[config.mk]
export PLATFORM = sky130hd
export DESIGN_NAME = alu_issue_stage
export DESIGN_NICKNAME = d
export VERILOG_FILES = /design/src/rtl/alu_issue_stage.sv
export SDC_FILE = /design/constraint.sdc
export NUM_CORES = 1
export LEC_CHECK = 0
export CELL_PAD_IN_SITES_DETAIL_PLACEMENT = 1
export CELL_PAD_IN_SITES_GLOBAL_PLACEMENT = 1
export CORE_ASPECT_RATIO = 1.25
export CORE_MARGIN = 3
export CORE_UTILIZATION = 41
export CTS_CLUSTER_DIAMETER = 30
export DETAILED_ROUTE_END_ITERATION = 8
export PLACE_DENSITY_LB_ADDON = 0.1
export SYNTH_ARGS = -nofsm -noshare
export SYNTH_HDL_FRONTEND = slang
export SYNTH_SLANG_ARGS = --single-unit
export TNS_END_PERCENT = 1
[constraint.sdc]
create_clock -name clock -period 7.3 [get_ports clock]
set_input_delay 1.46 -clock clock [delete_from_list [all_inputs] [get_ports clock]]
set_output_delay 1.46 -clock clock [all_outputs]
set_load 0.02 [all_outputs]
[src/rtl/alu_issue_stage.sv]
// alu_issue_stage
//   Issue stage in front of the 32-bit ALU. Decodes the operation class and
//   funct3/funct7b5 into the ALU's 3-bit operation code and picks operand B
//   (register or immediate). Decoded operations go into a 2-entry FIFO. The
//   head entry drives the ALU operands straight from storage.
//
// Ports
//   clock, reset_n        rising-edge clock, synchronous active-low reset
//   flush                 synchronous buffer clear (issue counter kept)
//   in_valid / in_ready   upstream handshake; in_ready depends only on state
//   in_class, in_funct3,  decoded instruction fields
//   in_funct7b5
//   in_rs1, in_rs2,       register operands and sign-extended immediate
//   in_imm
//   out_valid / out_ready downstream handshake on the head entry
//   out_a, out_b,         head entry: ALU operands, operation code and
//   out_aluop, out_illegal  unsupported-operation flag
//   issued_count          output handshakes, modulo 2^CNT_W
module alu_issue_stage #(
    parameter int unsigned XLEN  = 32,
    parameter int unsigned CNT_W = 16
) (
    input  logic             clock,
    input  logic             reset_n,
    input  logic             flush,
    input  logic             in_valid,
    output logic             in_ready,
    input  logic [1:0]       in_class,
    input  logic [2:0]       in_funct3,
    input  logic             in_funct7b5,
    input  logic [XLEN-1:0]  in_rs1,
    input  logic [XLEN-1:0]  in_rs2,
    input  logic [XLEN-1:0]  in_imm,
    output logic             out_valid,
    input  logic             out_ready,
    output logic [XLEN-1:0]  out_a,
    output logic [XLEN-1:0]  out_b,
    output logic [2:0]       out_aluop,
    output logic             out_illegal,
    output logic [CNT_W-1:0] issued_count
);

    typedef enum logic [2:0] {
        OP_AND = 3'b000,
        OP_OR  = 3'b001,
        OP_ADD = 3'b010,
        OP_SUB = 3'b110,
        OP_SLT = 3'b111
    } aluop_e;

    typedef enum logic [1:0] {
        CLS_R    = 2'b00,
        CLS_I    = 2'b01,
        CLS_ADDR = 2'b10,
        CLS_RSVD = 2'b11
    } class_e;

    // Decode (input side)
    aluop_e          dec_op;
    logic            dec_ill;
    logic [XLEN-1:0] dec_b;

    always_comb begin
        dec_op  = OP_AND;
        dec_ill = 1'b0;
        dec_b   = (class_e'(in_class) == CLS_R) ? in_rs2 : in_imm;
        case (class_e'(in_class))
            CLS_ADDR: dec_op = OP_ADD;
            CLS_RSVD: dec_ill = 1'b1;
            default: begin
                case (in_funct3)
                    // funct7b5 selects SUB only for register-register ops
                    3'b000:  dec_op = (class_e'(in_class) == CLS_R && in_funct7b5) ? OP_SUB : OP_ADD;
                    3'b010:  dec_op = OP_SLT;
                    3'b110:  dec_op = OP_OR;
                    3'b111:  dec_op = OP_AND;
                    default: dec_ill = 1'b1;
                endcase
            end
        endcase
    end

    // 2-entry FIFO
    logic [XLEN-1:0]  mem_a   [2];
    logic [XLEN-1:0]  mem_b   [2];
    aluop_e           mem_op  [2];
    logic             mem_ill [2];
    logic             head;
    logic             tail;
    logic [1:0]       count;
    logic [CNT_W-1:0] cnt;
    logic             push;
    logic             pop;

    assign in_ready     = (count != 2'd2);
    assign out_valid    = (count != 2'd0);
    assign push         = in_valid && in_ready;
    assign pop          = out_valid && out_ready;

    assign out_a        = mem_a[head];
    assign out_b        = mem_b[head];
    assign out_aluop    = mem_op[head];
    assign out_illegal  = mem_ill[head];
    assign issued_count = cnt;

    always_ff @(posedge clock) begin
        if (!reset_n) begin
            head  <= 1'b0;
            tail  <= 1'b0;
            count <= 2'd0;
            cnt   <= '0;
            for (int unsigned i = 0; i < 2; i++) begin
                mem_a[i]   <= '0;
                mem_b[i]   <= '0;
                mem_op[i]  <= OP_AND;
                mem_ill[i] <= 1'b0;
            end
        end else if (flush) begin
            // Drops contents and any same-cycle push/pop; counter untouched.
            head  <= 1'b0;
            tail  <= 1'b0;
            count <= 2'd0;
        end else begin
            if (push) begin
                mem_a[tail]   <= in_rs1;
                mem_b[tail]   <= dec_b;
                mem_op[tail]  <= dec_op;
                mem_ill[tail] <= dec_ill;
                tail          <= ~tail;
            end
            if (pop) begin
                head <= ~head;
                cnt  <= cnt + CNT_W'(1);
            end
            case ({push, pop})
                2'b10:   count <= count + 2'd1;
                2'b01:   count <= count - 2'd1;
                default: count <= count;
            endcase
        end
    end

endmodule

Yosys cells after proc, flatten, opt, wreduce, memory -nomap -nowiden
Memories as Yosys holds them, arrays and structs flattened. A register that Yosys moved wholly into a read port is not among the register bits.
Cells that the tools add are included.

storage, ports and cells
  ROM bits = 0
  memories kept = 4
  logic and storage cells = 69
  bits in latches = 0
  flip-flop bits (word level) = 20
  output and inout bits = 86
  memory bits (writable) = 136

memories
  memory   depth  bits a word  read ports  clocked after Yosys merged registers in  write ports  RTL line  RTL
  mem_a    2      32           1           1                                        2            84        logic [XLEN-1:0] mem_a [2];
  mem_b    2      32           1           1                                        2            85        logic [XLEN-1:0] mem_b [2];
  mem_op   2      3            1           1                                        2            86        aluop_e mem_op [2];
  mem_ill  2      1            1           1                                        2            87        logic mem_ill [2];

cells by class
  $add $sub $neg = 3
  eq/ne operators = 8
  multiply operators = 0
  shift-type cells = 0
  bitwise logic cells = 4
  div/mod/pow operators = 0
  reduce and logical (&&, ||, !) cells = 14
  multiplexer cells = 32
  order comparisons = 0

operator list
  kind                     count
  $mux W32                 3
  $reduce_or A32 Y1        2
  $mux W1                  23
  $add A16 B1 Y16 const B  1
  $pmux W3 S3              1
  $eq A2 B2 Y1 const B     3
  $eq A3 B3 Y1 const B     2
  $mux W3                  2
  $pmux W3 S2              1
  $not A1 Y1               4
  $pmux W2 S2              1
  $reduce_bool A2 Y1       2
  $reduce_or A4 Y1         1
  $eq A3 B2 Y1 const B     1
  $logic_and A1 B1 Y1      3
  $logic_not A3 Y1         1
  $reduce_or A3 Y1         1
  $add A2 B1 Y2 const B    1
  $eq A2 B1 Y1 const B     1
  $logic_not A2 Y1         1
  $ne A2 B2 Y1 const B     1
  $pmux W1 S2              1
  $reduce_and A2 Y1        1
  $reduce_or A2 Y1         1
  other kinds (2)          2

Depth between registers and ports, before layout
  depth after elaboration = 8
  mapped depth = 6

Worst setup path after synthesis
No wires, ideal clock.

  path type = in2reg
  start = in reset_n
  end = mem mem_a[0][0], enable pin
  slack = 2.846 ns
  required time = 6.873 ns
  setup time = 0.427 ns
  buffers on the path = 3
  data arrival time = 4.028 ns
  stages on the path = 6
  path through = clkbuf_1 nand2b_1 or3_1 clkbuf_1 clkbuf_1 nand2_1

RTL lines
  item                RTL line  RTL
  start: declaration  24        input logic reset_n,
  end: declaration    84

==> flow_summary.json <==
{
  "globalRouteOverflowTotal": 0,
  "worstPathMaxFanout": 67,
  "diodes": 0,
  "endpoint_kind": "flop",
  "fin_area_mm2": 0.00970,
  "synth_cell_type_count": 34,
  "power.combinational.fraction_pct": 11.9,
  "worstMarginPinSlew_ns": 1.14,
  "storage_cell_area_mm2": 0.00449,
  "worst_clock_skew_ns": 0.00710,
  "met3RoutedLength_um": 1050,
  "cellInternalPower_mw": 1.66,
  "worst-endpoint-arrival_ns": 3.94,
  "cts_buffer_depth": 2,
  "met2_length_um": 9270,
  "synth_compound_area_share_pct": 2.03,
  "worst_hold_slack_ns": 0.495,
  "post_synthesis_instance_area_mm2": 0.00698,
  "grt_usage_pct": 19.2,
  "die_width_um": 123,
  "grt_start_max_net_pins": 69,
  "pre_cts_slack_ns": 2.92,
  "synth-seq-area-share_pct": 64.3,
  "highest_layer": "met4",
  "cap_violations": 0,
  "nets": 826,
  "insertion_delay_ns": 0.42,
  "routedWlPerCell_um": 18.5,
  "layout_worst_path_cycle_share_pct": 53.5,
  "cell_area_power_density_mw_per_mm2": 223,
  "timing.hold.worst.class": "reg -> reg",
  "initialDrtViolationCount": 322,
  "die_height_um": 152,
  "drt_wl_total_um": 17500,
  "seq_power_share_pct": 47.7,
  "cts-hold-fix-buffers": 0,
  "clock.fmax_mhz": 256,
  "crit_required_ns": 7.34,
  "placement_rows": 52,
  "initial_utilization_pct": 42.4,
  "vias": 4848,
  "multi_input_comb_area_mm2": 0.00239,
  "grt_first_pass_wirelength_um": 27500,
  "worst_slack_ns": 3.40,
  "globalplace.congestion": 0.727,
  "power.total_mw": 2.16,
  "ctsResizeCount": 0,
  "setup_repair_after_global_routing_missed_its_margin": "no",
  "wl_met1_um": 6850,
  "postSynthAreaPerCell_um2": 13.1,
  "cts-root-buf": "clkbuf_16",
  "number_of_antenna_violations_at_the_first_check_in_global_routing": 0,
  "worstSetupPathType": "in -> reg",
  "design.die.area_mm2": 0.0186,
  "timing_hold_violations_final": 0,
  "power.static_leakage_nw": 3.49,
  "setup_viol": 0,
  "inserted_clock_buffers": 17,
  "outcome": "completed",
  "switching_share_pct": 23.2,
  "synth.net_count": 640,
  "dpl_cell_area_mm2": 0.00911,
  "max-slew-margin-rel_pct": 24.3,
  "pin_count": 193,
  "avgViaCountPerCell": 5.12,
  "final_max_slew_viol_count": 0,
  "synth_xor_area_share_pct": 1.13,
  "ir_worst_vdd_v": 0.000139,
  "yosys.area_share.simple_pct": 14.8,
  "combinational_family_with_the_most_area_after_synthesis": "multiplexers",
  "ys.warnings.count": 0,
  "synth_mux_area_share_pct": 15.6,
  "final_layout_size_suffix_gt1_share_pct": 14.8,
  "post-cts-setup-buffers": 0,
  "worst_setup_path_start_kind": "input pin",
  "synth_fa_ha_area_share_pct": 0.359,
  "clock_period_minus_worst_slack_ns": 3.90,
  "postRouteAntennaNets": 0,
  "clock_tree.htree_level_count": 4,
  "clockPowerShare_pct": 40.4,
  "synthCells": 531,
  "totalNegativeSetupSlack_ns": 0,
  "area.growth.synth_to_final_pct": 39.0,
  "postSynthRegisterBits": 157,
  "tritoncts_num_sinks": 157,
  "total_core_area_mm2": 0.0165,
  "grt_pass1_vias": 5246,
  "hpwlAfterDp_um": 11500,
  "switchingPower_mw": 0.502,
  "detailedRoute.firstPassIterationCount": 4,
  "final.fill_count": 1674,
  "route.detailed.drc": 0,
  "tritoncts_clock_tree": "built",
  "cts_clk_pin_slew_worst_paths_ns": 0.07,
  "io_buffers": 192
}
==> layout make-up <==
type | instances | area share, %
sequential | 157 | 46.3
clock inverter | 15 | 1.66
multi-input combinational | 341 | 24.6
clock buffer | 17 | 4.39
inverter | 5 | 0.194
timing repair buffer | 195 | 20.0
tap | 216 | 2.79
==> power by group through the flow <==
stage                     Combinational (mW)  Clock, mW  Sequential (mW)
after detailed placement               0.260          0             1.05
after floorplan                        0.121          0             1.04
after CTS                              0.263      0.887             1.03
after global routing                   0.277      0.930             1.04
after global placement                 0.256          0             1.05
final                                  0.257      0.873             1.03
==> path summary, 6_finish.rpt <==
| check | from | to | slack (ns) | depth (start not counted) |
|---|---|---|---|---|
| worst max-delay path | reset_n | mem_a[0][22] | 3.40 | 5 |
| worst min-delay path | issued_count[15] | issued_count[15] | 0.50 | 2 |
| worst max register to register | count[0] | mem_a[0][22] | 4.70 | 5 |
| worst min register to register | issued_count[15] | issued_count[15] | 0.50 | 2 |
==> cell families (layout without fill, tap and decap cells) <==
| family | after synthesis | after routing |
|---|---|---|
| AOI/OAI and AO/OA | 25 | 25 |
| xor gates and xnor gates | 9 | 9 |
| adders and majority gates | 2 | 2 |
| buffers and inverters | 33 | 232 |
| DFF | 157 | 157 |
| muxes | 100 | 100 |
| and+or+nand+nor | 205 | 205 |
==> Yosys cell counts <==
| library cell | count | area share, % |
|---|---|---|
| buf_2 | 2 | 0.14 |
| o31ai_1 | 1 | 0.11 |
| edfxtp_1 | 134 | 58 |
| nand3_1 | 6 | 0.43 |
| dfxtp_1 | 23 | 6.6 |
| nand2_1 | 17 | 0.91 |
| mux2i_1 | 32 | 4.6 |
| xor2_1 | 2 | 0.25 |
| ha_1 | 2 | 0.36 |
| xnor2_1 | 7 | 0.88 |
| nor2_1 | 85 | 4.6 |
| o211ai_1 | 2 | 0.22 |
| and4_1 | 3 | 0.38 |
| mux2_2 | 68 | 11 |
| nor3b_1 | 1 | 0.11 |
| and2_1 | 65 | 5.8 |
| nand2b_1 | 2 | 0.18 |
| or2_2 | 1 | 0.090 |
| or4_1 | 3 | 0.32 |
| a21oi_1 | 9 | 0.65 |
| nand3b_1 | 1 | 0.11 |
| and4b_1 | 1 | 0.14 |
| buf_1 | 4 | 0.22 |
| nand4_1 | 3 | 0.27 |
| clkbuf_1 | 22 | 1.2 |
| nor4_1 | 2 | 0.18 |
| or3_1 | 9 | 0.81 |
| o21ai_0 | 10 | 0.72 |
| nand4b_1 | 1 | 0.13 |
| nor3_1 | 3 | 0.22 |
| o21bai_1 | 2 | 0.22 |
| inv_1 | 5 | 0.27 |
| o21ai_2 | 1 | 0.13 |
| nor2b_1 | 2 | 0.18 |
==> layer usage <==
| metal | GRT usage (%) | vias to the layer above |
|---|---|---|
| li1 | - | 2267 |
| met1 | 23.0 | 2410 |
| met2 | 33.1 | 148 |
| met3 | 5.43 | 23 |
| met4 | 6.14 | 0 |
| met5 | 0 | - |
==> metrics by stage <==
step	instances	util, %
finish	946	58.9
floorplan	531	-
CTS	946	58.9
detailed placement	914	55.4
global placement	914	55.4
global route	946	58.9
==> registers in the layout, summed over array words and instances, names as in the netlist, named ones only <==
register	cells
mem_op	6
mem_ill	2
count	2
issued_count	16
mem_a	64
head	1
tail	1
mem_b	64
==> critical path, cell delays in order <==
cell and delay (ns):
clkdlybuf4s50_1 0.80, nand2b_1 0.24, or3_1 0.36, buf_4 0.28, nand2_4 0.75
==> cells in the final DEF, fill, tap and decap left out, types with 9 or more instances in the layout <==
cell / instances
mux2i_1: 32
clkdlybuf4s50_1: 192
nor2_1: 84
dfxtp_1: 22
nand2_1: 15
clkbuf_16: 17
mux2_2: 68
edfxtp_1: 134
o21ai_0: 10
a21oi_1: 9
and2_1: 65
or3_1: 9
Power figures use the tool's default switching activity.
